[src/rtl/rv_iopmp_check_requester.sv]
// IOPMP transaction-check requester: arbitrates read/write bursts round-robin,
// issues one matcher transaction per burst and returns a single allow/deny verdict.
package rv_iopmp_pkg;
    typedef enum logic [1:0] {
        ACCESS_NONE  = 2'd0,
        ACCESS_READ  = 2'd1,
        ACCESS_WRITE = 2'd2
    } access_t;
endpackage

module rv_iopmp_check_requester #(
    parameter int ADDR_WIDTH     = 64,
    parameter int DATA_WIDTH     = 64,
    parameter int SID_WIDTH      = 8,
    parameter int LEN_WIDTH      = 8,
    parameter int TIMEOUT_CYCLES = 64
) (
    input  logic                                  clk_i,
    input  logic                                  rst_i,
    input  logic                                  rd_req_valid_i,
    output logic                                  rd_req_ready_o,
    input  logic [ADDR_WIDTH-1:0]                 rd_req_addr_i,
    input  logic [LEN_WIDTH-1:0]                  rd_req_len_i,
    input  logic [2:0]                            rd_req_size_i,
    input  logic [SID_WIDTH-1:0]                  rd_req_sid_i,
    input  logic                                  wr_req_valid_i,
    output logic                                  wr_req_ready_o,
    input  logic [ADDR_WIDTH-1:0]                 wr_req_addr_i,
    input  logic [LEN_WIDTH-1:0]                  wr_req_len_i,
    input  logic [2:0]                            wr_req_size_i,
    input  logic [SID_WIDTH-1:0]                  wr_req_sid_i,
    output logic                                  rsp_valid_o,
    input  logic                                  rsp_ready_i,
    output logic                                  rsp_allow_o,
    output logic                                  rsp_is_write_o,
    output logic                                  rsp_timeout_o,
    output logic                                  rsp_illegal_o,
    output logic                                  transaction_en_o,
    output logic [ADDR_WIDTH-1:0]                 addr_o,
    output logic [ADDR_WIDTH-1:0]                 total_length_o,
    output logic [$clog2(DATA_WIDTH/8):0]         num_bytes_o,
    output logic [SID_WIDTH-1:0]                  sid_o,
    output rv_iopmp_pkg::access_t                 access_type_o,
    input  logic                                  matcher_ready_i,
    input  logic                                  matcher_valid_i,
    input  logic                                  matcher_allow_i
);
    import rv_iopmp_pkg::*;

    localparam int MAX_SIZE = $clog2(DATA_WIDTH/8);
    localparam int NB_W     = MAX_SIZE + 1;
    localparam int CNT_W    = (TIMEOUT_CYCLES > 1) ? $clog2(TIMEOUT_CYCLES) : 1;
    localparam logic [CNT_W-1:0] CNT_LAST = CNT_W'((TIMEOUT_CYCLES > 0) ? TIMEOUT_CYCLES - 1 : 0);

    typedef enum logic [1:0] {S_IDLE, S_ISSUE, S_WAIT, S_RESP} state_t;

    state_t                 state_q, state_d;
    logic                   prefer_wr;
    logic                   pending_late;
    logic [CNT_W-1:0]       cnt;
    logic [ADDR_WIDTH-1:0]  addr_q, tlen_q;
    logic [NB_W-1:0]        nbytes_q;
    logic [SID_WIDTH-1:0]   sid_q;
    access_t                access_q;
    logic                   allow_q, is_write_q, timeout_q, illegal_q;

    logic                   can_accept, grant_rd, grant_wr, grant;
    logic [ADDR_WIDTH-1:0]  sel_addr;
    logic [LEN_WIDTH-1:0]   sel_len;
    logic [2:0]             sel_size;
    logic [SID_WIDTH-1:0]   sel_sid;
    logic                   sel_illegal;
    logic                   timeout_hit;

    assign rsp_valid_o = (state_q == S_RESP);
    // A pending late verdict from a timed-out burst must drain before the matcher is reused.
    assign can_accept  = (state_q == S_IDLE) && !rsp_valid_o && !pending_late;
    assign grant_rd    = can_accept && rd_req_valid_i && (!wr_req_valid_i || !prefer_wr);
    assign grant_wr    = can_accept && wr_req_valid_i && (!rd_req_valid_i || prefer_wr);
    assign grant       = grant_rd || grant_wr;

    assign sel_addr    = grant_wr ? wr_req_addr_i : rd_req_addr_i;
    assign sel_len     = grant_wr ? wr_req_len_i  : rd_req_len_i;
    assign sel_size    = grant_wr ? wr_req_size_i : rd_req_size_i;
    assign sel_sid     = grant_wr ? wr_req_sid_i  : rd_req_sid_i;
    assign sel_illegal = (sel_size > 3'(MAX_SIZE));
    assign timeout_hit = (TIMEOUT_CYCLES != 0) && (cnt == CNT_LAST);

    assign rd_req_ready_o   = grant_rd;
    assign wr_req_ready_o   = grant_wr;
    assign transaction_en_o = (state_q == S_ISSUE) && matcher_ready_i;
    assign addr_o           = addr_q;
    assign total_length_o   = tlen_q;
    assign num_bytes_o      = nbytes_q;
    assign sid_o            = sid_q;
    assign access_type_o    = access_q;
    assign rsp_allow_o      = allow_q;
    assign rsp_is_write_o   = is_write_q;
    assign rsp_timeout_o    = timeout_q;
    assign rsp_illegal_o    = illegal_q;

    always_comb begin
        state_d = state_q;
        case (state_q)
            S_IDLE:  if (grant) state_d = sel_illegal ? S_RESP : S_ISSUE;
            S_ISSUE: if (matcher_ready_i) state_d = S_WAIT;
            S_WAIT:  if (matcher_valid_i || timeout_hit) state_d = S_RESP;
            S_RESP:  if (rsp_ready_i) state_d = S_IDLE;
            default: state_d = S_IDLE;
        endcase
    end

    always_ff @(posedge clk_i) begin
        if (rst_i) begin
            state_q      <= S_IDLE;
            prefer_wr    <= 1'b0;
            pending_late <= 1'b0;
            cnt          <= '0;
            addr_q       <= '0;
            tlen_q       <= '0;
            nbytes_q     <= '0;
            sid_q        <= '0;
            access_q     <= ACCESS_NONE;
            allow_q      <= 1'b0;
            is_write_q   <= 1'b0;
            timeout_q    <= 1'b0;
            illegal_q    <= 1'b0;
        end else begin
            state_q <= state_d;
            if (matcher_valid_i) pending_late <= 1'b0;
            if (grant) begin
                prefer_wr  <= grant_rd;
                addr_q     <= sel_addr;
                tlen_q     <= (ADDR_WIDTH'(sel_len) + ADDR_WIDTH'(1)) << sel_size;
                nbytes_q   <= NB_W'(1) << sel_size;
                sid_q      <= sel_sid;
                access_q   <= grant_wr ? ACCESS_WRITE : ACCESS_READ;
                is_write_q <= grant_wr;
                allow_q    <= 1'b0;
                timeout_q  <= 1'b0;
                illegal_q  <= sel_illegal;
            end
            case (state_q)
                S_ISSUE: if (matcher_ready_i) cnt <= '0;
                S_WAIT: begin
                    if (matcher_valid_i) begin
                        allow_q <= matcher_allow_i;
                    end else if (timeout_hit) begin
                        allow_q      <= 1'b0;
                        timeout_q    <= 1'b1;
                        pending_late <= 1'b1;
                    end else begin
                        cnt <= cnt + CNT_W'(1);
                    end
                end
                S_RESP: if (rsp_ready_i) begin
                    allow_q    <= 1'b0;
                    is_write_q <= 1'b0;
                    timeout_q  <= 1'b0;
                    illegal_q  <= 1'b0;
                end
                default: ;
            endcase
        end
    end

endmodule

[config.mk]
export PLATFORM = sky130hd
export DESIGN_NAME = rv_iopmp_check_requester
export DESIGN_NICKNAME = d
export VERILOG_FILES = /design/src/rtl/rv_iopmp_check_requester.sv
export SDC_FILE = /design/constraint.sdc
export NUM_CORES = 1
export LEC_CHECK = 0
export CAP_MARGIN = 15
export CORE_AREA = 2 2 126 128
export CTS_BUF_LIST = sky130_fd_sc_hd__clkbuf_8
export DETAILED_ROUTE_END_ITERATION = 16
export DIE_AREA = 0 0 128 130
export GPL_TIMING_DRIVEN = 0
export PLACE_DENSITY = 0.83
export SYNTH_ARGS = -nofsm -noshare
export SYNTH_HDL_FRONTEND = slang
export SYNTH_SLANG_ARGS = --single-unit
[constraint.sdc]
create_clock -name clk_i -period 4.3 [get_ports clk_i]
set_input_delay 0.645 -clock clk_i [delete_from_list [all_inputs] [get_ports clk_i]]
set_output_delay 0.645 -clock clk_i [all_outputs]
set_load 0.01 [all_outputs]
==> key figures, run 1 <==
Die
  – Initial core utilization: 36.9%
  – Row cnt: 46
  – Die X: 128 µm
  – IO Pins: 324
  – Die height: 130 µm
  – Core area: 15400 µm²
  – Die Footprint: 16600 µm²

Setup path
  – CP max FO: 19
  – CP delay by family, top: buffers and inverters
  – Crit Path Class: input port to register
  – Worst EP required: 4.60 ns
  – WP data arrival: 4.27 ns
  – CP Cell Sequence: clkdlybuf4s50_1 -> and3b_1 -> nand2_1 -> buf_6 -> buf_2 -> buf_4 -> nand2_1 -> nand2_1 -> ha_1 -> nand3_1 -> nor3_1 -> nor2_1 -> a22oi_1 -> mux2_4 -> o21ai_2 -> a2111oi_2
  – Critical path origin: wr_req_valid_i
  – Reg2Reg Launch Point: state_q[0]
  – Worst path bufs/invs: 4
  – Critical path launch point type: input port
  – Worst path max stage delay: 0.51 ns
  – Slowest CP cell: clkdlybuf4s50_1
  – CP dominant cell by count: nand2_1
  – Setup crit end kind: register

Pwr
  – Max VDD drop: 199 µV
  – Pwr per Cell Area: 490 nW/µm²
  – Static Leakage: 3.55 nW

Routing
  – 1st-pass router iterations: 7
  – Routed WL: 21.1 mm
  – Average via count per standard cell: 5.17
  – Avg WL per Cell: 16.8 µm
  – Post-route ant nets: 0
  – Post-route DRC: 0
  – Vias: 6487
  – Iter 0 DRT Violations: 459

Clocking
  – CTS Hold Buffers Added: 0
  – Root Driver: clkbuf_8
  – Clock sinks: 108
  – CTS tree: done
  – Clock Pin Slew Worst Setup and Hold Paths: 0.10 ns
  – Number of buffers created by CTS: 9
  – Skew-Pair Late Insertion Delay: 0.41 ns
  – CTS Buffer Depth: 2
  – H-Tree Depth: 3

Global routing
  – Vias in the first global route: 6215
  – GRT overflow: 0
  – Largest net degree at the start of global routing: 20
  – First-pass GRT wire length: 32.1 mm
  – Overall Global Routing Usage: 24.5%
  – Initial antenna violation count: 0

Timing
  – Min Hold Slack: 0.476 ns
  – Slew HR: 49.5%
  – Final clock skew: 0.0219 ns
  – Hold Violations, Final: 0
  – Fmax: 0.252 GHz
  – Worst slew pin tran: 0.752 ns
  – Final worst-path cycle share: 92.3%
  – Unrepaired setup endpoints after global routing: false
  – Finish-stage setup viols: 0
  – Slew Limit Fails: 0
  – Setup TNS: 0 ns
  – Min cycle time layout: 3.97 ns

Outcome
  – Status: finished, final reports clean

Yosys
  – Mapped Avg Cell Area: 7.81 µm²
  – Flops & latches, synth: 108
  – Post-synthesis sequential area ratio: 38.0%
  – Post-Synthesis Cells: 729
  – YS warnings: 0
  – Number of flops mapped to enable cells by yosys: 0
  – Asr flop ratio synth: 0%
  – Synthesized area: 5690 µm²
  – Top_reg_cell synth: dfxtp_1
  – Cell variety after synth: 60

Cells and area
  – Final nets: 1239
  – Most frequent cells in the layout: 273 x clkdlybuf4s50_1, 164 x nand2_1, 113 x nor2_1
  – Most common library cell in the layout ignoring fill and taps: clkdlybuf4s50_1
  – Layout cell share with drive strength beyond 1: 8.56%
  – P&R area growth vs syn: 58.9%
  – N_diodes: 0

Placement
  – GPL Wtd Cong: 0.864
  – Count of input and output buffers: 273
  – Hpwl dp: 16.3 mm

Run
  – MaxCap Viol Count: 0

Hold path
  – Critical hold path startpoint: rsp_allow_o
  – Hold Crit Class: register to register
[timing repair]
| item | CTS | global route |
|---|---|---|
| resized for setup | 0 | 2 |
| endpoints found under the setup margin | 8 | 2 |
| endpoints found under the hold margin | 0 | 0 |
| setup buffers | 0 | 0 |
[registers in the layout (all words and copies together) (netlist names)]
register	flops
access_type_o	2
addr_o	64
cnt	6
num_bytes_o	4
pending_late	1
prefer_wr	1
rsp_allow_o	1
rsp_illegal_o	1
rsp_is_write_o	1
rsp_timeout_o	1
sid_o	8
state_q	2
total_length_o	16
[worst reg2reg max path, cell delays in order (launching register included)]
cell	delay (ns)
dfxtp_1	0.40
inv_1	0.12
ha_1	0.24
and3b_1	0.21
nand2_1	0.12
buf_6	0.18
buf_2	0.32
buf_4	0.35
nand2_1	0.09
nand2_1	0.07
ha_1	0.24
nand3_1	0.22
nor3_1	0.23
nor2_1	0.05
a22oi_1	0.32
mux2_4	0.24
o21ai_2	0.07
a2111oi_2	0.33
[cell usage after synthesis, types with 3 or more instances]
| cell type | instances | area, µm² |
|---|---|---|
| buf_2 | 4 | 20.0 |
| xnor2_1 | 5 | 43.8 |
| o221a_1 | 3 | 33.8 |
| o21a_1 | 3 | 22.5 |
| a22oi_1 | 6 | 45.0 |
| nand3_1 | 11 | 55.1 |
| buf_1 | 10 | 37.5 |
| inv_1 | 9 | 33.8 |
| a21oi_1 | 22 | 110 |
| a222oi_1 | 7 | 70.1 |
| nand4_1 | 5 | 31.3 |
| and3_1 | 4 | 25.0 |
| a21o_1 | 3 | 22.5 |
| xor2_1 | 6 | 52.6 |
| nor3_1 | 23 | 115 |
| nor2b_1 | 7 | 43.8 |
| a311oi_1 | 65 | 569 |
| nor2_1 | 113 | 424 |
| clkbuf_1 | 34 | 128 |
| nand2_1 | 164 | 616 |
| o31ai_1 | 3 | 22.5 |
| mux2i_1 | 6 | 60.1 |
| a211oi_1 | 3 | 22.5 |
| buf_4 | 49 | 368 |
| dfxtp_1 | 108 | 2160 |
| ha_1 | 7 | 87.6 |
| o21ai_0 | 4 | 20.0 |
[per-stage QoR]
step | setup slack [ns] | std cells | area (µm²) | power (mW) | utilization [%]
3_3_place_gp | -0.566 | 1241 | 8840 | 3.72 | 57.3
4_1_cts | 0.191 | 1256 | 9050 | 4.44 | 58.6
3_5_place_dp | -0.619 | 1241 | 8840 | 3.75 | 57.3
6_report | 0.331 | 1255 | 9040 | 4.43 | 58.6
2_1_floorplan | 0.907 | 776 | 5870 | 2.68 | -
5_1_grt | 0.0534 | 1255 | 9040 | 4.71 | 58.6
[cells by family (layout without fill, tap and decap cells)]
family,Yosys count,count (layout),share of synthesized area (%)
flip-flops,108,108,38.0
XOR/XNOR,11,11,1.69
AND/OR/NAND/NOR,336,336,24.1
other,1,48,0.0659
adder cells (fa/ha/maj),7,7,1.54
multiplexers,13,13,2.97
AO/OA/AOI/OAI,143,143,20.8
buffers and inverters,110,397,10.8
[final cells by class]
type / instances / area [µm²]
Multi-Input combinational cell: 558 / 3090
Buffer: 97 / 571
Clock buffer: 11 / 151
Fill cell: 1406 / 6380
Sequential cell: 108 / 2160
Clock inverter: 5 / 58.8
Inverter: 11 / 41.3
Tap cell: 192 / 240
Timing Repair Buffer: 273 / 2730
[power breakdown]
| group | leakage [nW] | internal (mW) | total [mW] | switching [mW] |
|---|---|---|---|---|
| sequential | 0.889 | 1.26 | 1.42 | 0.157 |
| clock | 0.102 | 0.302 | 0.676 | 0.373 |
| combinational | 2.56 | 1.06 | 2.34 | 1.28 |
| total | 3.55 | 2.62 | 4.43 | 1.81 |
[worst paths after layout]
check	end	cells past startpoint	slack, ns
worst min register to register	rsp_allow_o	2	0.48
worst min-delay path	rsp_allow_o	2	0.48
worst max-delay path	total_length_o[10]	16	0.33
worst max register to register	total_length_o[10]	17	0.40
[metal layers]
metal  GRT usage, %  routed length (µm)  vias up
li1               -                   -     3115
met1           30.2                8700     3048
met2           41.7               10300      290
met3           5.70                1550       34
met4           9.83                 493        0
met5              0                   0        -
(Power assumes the default switching activity.)
==> run 2, diff against run 1 <==
REMOVE_ABC_BUFFERS = 1   (was not set)
==> run 2 against run 1 <==
  * Flip-flop and latch count did not move
  * Die area did not move
  * Register-to-register slack barely moved
  * Sequential share of layout area rose by 1.1 points
  * Largest cell class is now multi-input gates
==> key figures, run 2 (synthesis results as in run 1) <==
Pwr
  – Max VDD drop: 303 µV (+52%)
  – Static Leakage: 3.29 nW (-7.4%)
  – Pwr per Cell Area: 505 nW/µm² (+3.0%)
  – Tot Pwr: 4.36 mW (-1.5%)

Routing
  – Iter 0 DRT Violations: 379 (-17%)
  – Avg WL per Cell: 16.4 µm (-2.4%)
  – Average via count per standard cell: 5.20 (+0.65%)
  – Post-route DRC: 0 (unchanged)
  – 1st-pass router iterations: 6 (-1)
  – Vias: 6061 (-6.6%)
  – Routed WL: 19.1 mm (-9.4%)
  – Post-route ant nets: 0 (unchanged)

Setup path
  – Worst EP required: 4.57 ns (-0.03 ns)
  – Worst path max stage delay: 0.60 ns (+0.09 ns)
  – Setup slack, reg-to-reg: 0.39 ns (about the same)
  – Reg2Reg Launch Point: state_q[0]
  – WP data arrival: 4.38 ns (+0.11 ns)
  – Critical path launch point type: input port
  – CP Cell Sequence: clkdlybuf4s50_1 -> and3b_2 -> nand2_8 -> buf_16 -> inv_6 -> nand2_1 -> nand2_1 -> ha_1 -> nand3_1 -> nor3_1 -> nor2_1 -> a22oi_1 -> mux2_4 -> o21ai_2 -> a2111oi_2
  – Setup crit end kind: register
  – Reg2Reg Capture Point: total_length_o[10]
  – Crit Path Class: input port to register
  – R2R cell count: 16 (-1)
  – Slowest CP cell: clkdlybuf4s50_1
  – CP dominant cell by count: nand2_1
  – CP max FO: 74 (+55)

Die
  – Initial core utilization: 36.9% (unchanged)
  – Core area: 15400 µm² (unchanged)
  – Die height: 130 µm (unchanged)
  – IO Pins: 324 (unchanged)
  – Row cnt: 46 (unchanged)
  – Die Footprint: 16600 µm² (unchanged)
  – Die X: 128 µm (unchanged)

Hold path
  – Critical hold path startpoint: access_type_o[0]
  – Hold EP: access_type_o[0]
  – Hold path cells: 2 (unchanged)
  – Hold Crit Class: register to register

Global routing
  – Met1 global-route usage: 26.6% (-3.7 points)
  – GR met2 Demand/Resource: 35.8% (-5.9 points)
  – First-pass GRT wire length: 28.4 mm (-12%)
  – Largest net degree at the start of global routing: 75 (+280%)
  – Met3 Use GR: 5.45% (-0.25 points)
  – GR peak layer: met2
  – GRT overflow: 0 (unchanged)
  – Vias in the first global route: 5572 (-10%)
  – Overall Global Routing Usage: 21.3% (-3.3 points)
  – Initial antenna violation count: 1 (+1)

Clocking
  – Clock Pin Slew Worst Setup and Hold Paths: 0.10 ns (about the same)
  – Skew-Pair Late Insertion Delay: 0.37 ns (-0.04 ns)
  – CTS tree: done
  – H-Tree Depth: 3 (unchanged)
  – CTS Hold Buffers Added: 0 (unchanged)
  – Root Driver: clkbuf_8
  – Number of buffers created by CTS: 9 (unchanged)
  – Clock sinks: 108 (unchanged)
  – Post-CTS setup buffers: 0 (unchanged)
  – CTS Buffer Depth: 2 (unchanged)

Timing
  – Slew Limit Fails: 0 (unchanged)
  – Hold Violations, Final: 0 (unchanged)
  – Unrepaired setup endpoints after global routing: false
  – Setup TNS: 0 ns (unchanged)
  – Finish-stage setup viols: 0 (unchanged)
  – Min cycle time layout: 4.11 ns (+0.141 ns)
  – Min Hold Slack: 0.462 ns (-0.0146 ns)
  – Worst slew pin tran: 0.718 ns (-0.0340 ns)
  – Final worst-path cycle share: 95.6% (+3.3 points)
  – Final clock skew: 0.0175 ns (-0.00435 ns)
  – Slew HR: 52.1% (+2.6 points)
  – Fmax: 0.243 GHz (-3.4%)

Cells and area
  – Fin cells: 1165 (-7.2%)
  – Most common library cell in the layout ignoring fill and taps: clkdlybuf4s50_1
  – Most frequent cells in the layout: 274 x clkdlybuf4s50_1, 163 x nand2_1, 113 x nor2_1
  – Largest register FFs: 64 (unchanged)
  – P&R area growth vs syn: 52.0%
  – Layout cell share with drive strength beyond 1: 4.63% (-3.9 points)
  – Final nets: 1150 (-7.2%)

Placement
  – Hpwl dp: 13.7 mm (-16%)
  – Placed Instances: 1149 (-7.4%)
  – GPL Wtd Cong: 0.876 (+1.4%)
  – Count of input and output buffers: 275 (+0.73%)

Outcome
  – Status: finished, final reports clean

Run
  – MaxCap Viol Count: 0 (unchanged)
run 2: cell types whose count changed in the layout (fill, tap and decap cells not counted), moves of 2 or more:
| cell | delta |
|---|---|
| buf_4 | -49 |
| clkbuf_1 | -33 |
| buf_1 | -9 |
| buf_16 | +3 |
| buf_2 | -3 |
| buf_12 | +2 |
| buf_6 | -2 |
| clkbuf_8 | -2 |
| clkinvlp_4 | -2 |
run 2: worst max-delay path by stage:
stage                    from                 end  slack (ns)
2_1_floorplan  wr_req_valid_i  total_length_o[10]       -1.57
5_1_grt        wr_req_valid_i  total_length_o[10]        0.02
4_1_cts        wr_req_valid_i  total_length_o[10]        0.01
3_3_place_gp   wr_req_valid_i  total_length_o[10]       -4.25
6_report       wr_req_valid_i  total_length_o[10]        0.19
3_5_place_dp   wr_req_valid_i  total_length_o[10]       -0.59
run 2: report_power, final:
part / total [mW] / switching [mW] / internal [mW]
clock: 0.668 / 0.347 / 0.321
sequential: 1.41 / 0.147 / 1.26
combinational: 2.29 / 1.24 / 1.05
total: 4.36 / 1.73 / 2.63
run 2: worst max-delay path: cells and delay by family:
kind | cells | cell delay, ns
and+or+nand+nor | 7 | 1.22
buffers and inverters | 3 | 1.17
AOI/OAI and AO/OA | 3 | 0.75
adders and majority gates | 1 | 0.25
muxes | 1 | 0.24
run 2: repair_timing:
item                       4_1_cts  5_1_grt
gates resized for setup          1        3
pin swaps                        0        1
gates cloned                     0        1
setup endpoints to repair        3        9
run 2: final cells by class:
type | count | area, µm²
tap | 192 | 240
antenna | 1 | 2.50
clock inverter | 5 | 78.8
inverter | 11 | 46.3
multi-input combinational | 559 | 3120
fill | 1390 | 6780
timing repair buffer | 280 | 2870
sequential | 108 | 2160
clock buffer | 9 | 124
run 2: per-layer routing:
metal / up-vias / wire [µm]
met2: 246 / 9460
met4: 0 / 355
met1: 2854 / 7970
met3: 27 / 1310
li1: 2934 / -
met5: - / 0
run 2: per-stage QoR:
stage	instance area [µm²]	worst slack, ns	util, %
floorplan	5290	-1.57	-
global placement	8280	-4.25	53.7
detailed placement	8420	-0.593	54.6
CTS	8620	0.0111	55.9
global route	8650	0.0158	56.1
finish	8650	0.190	56.1
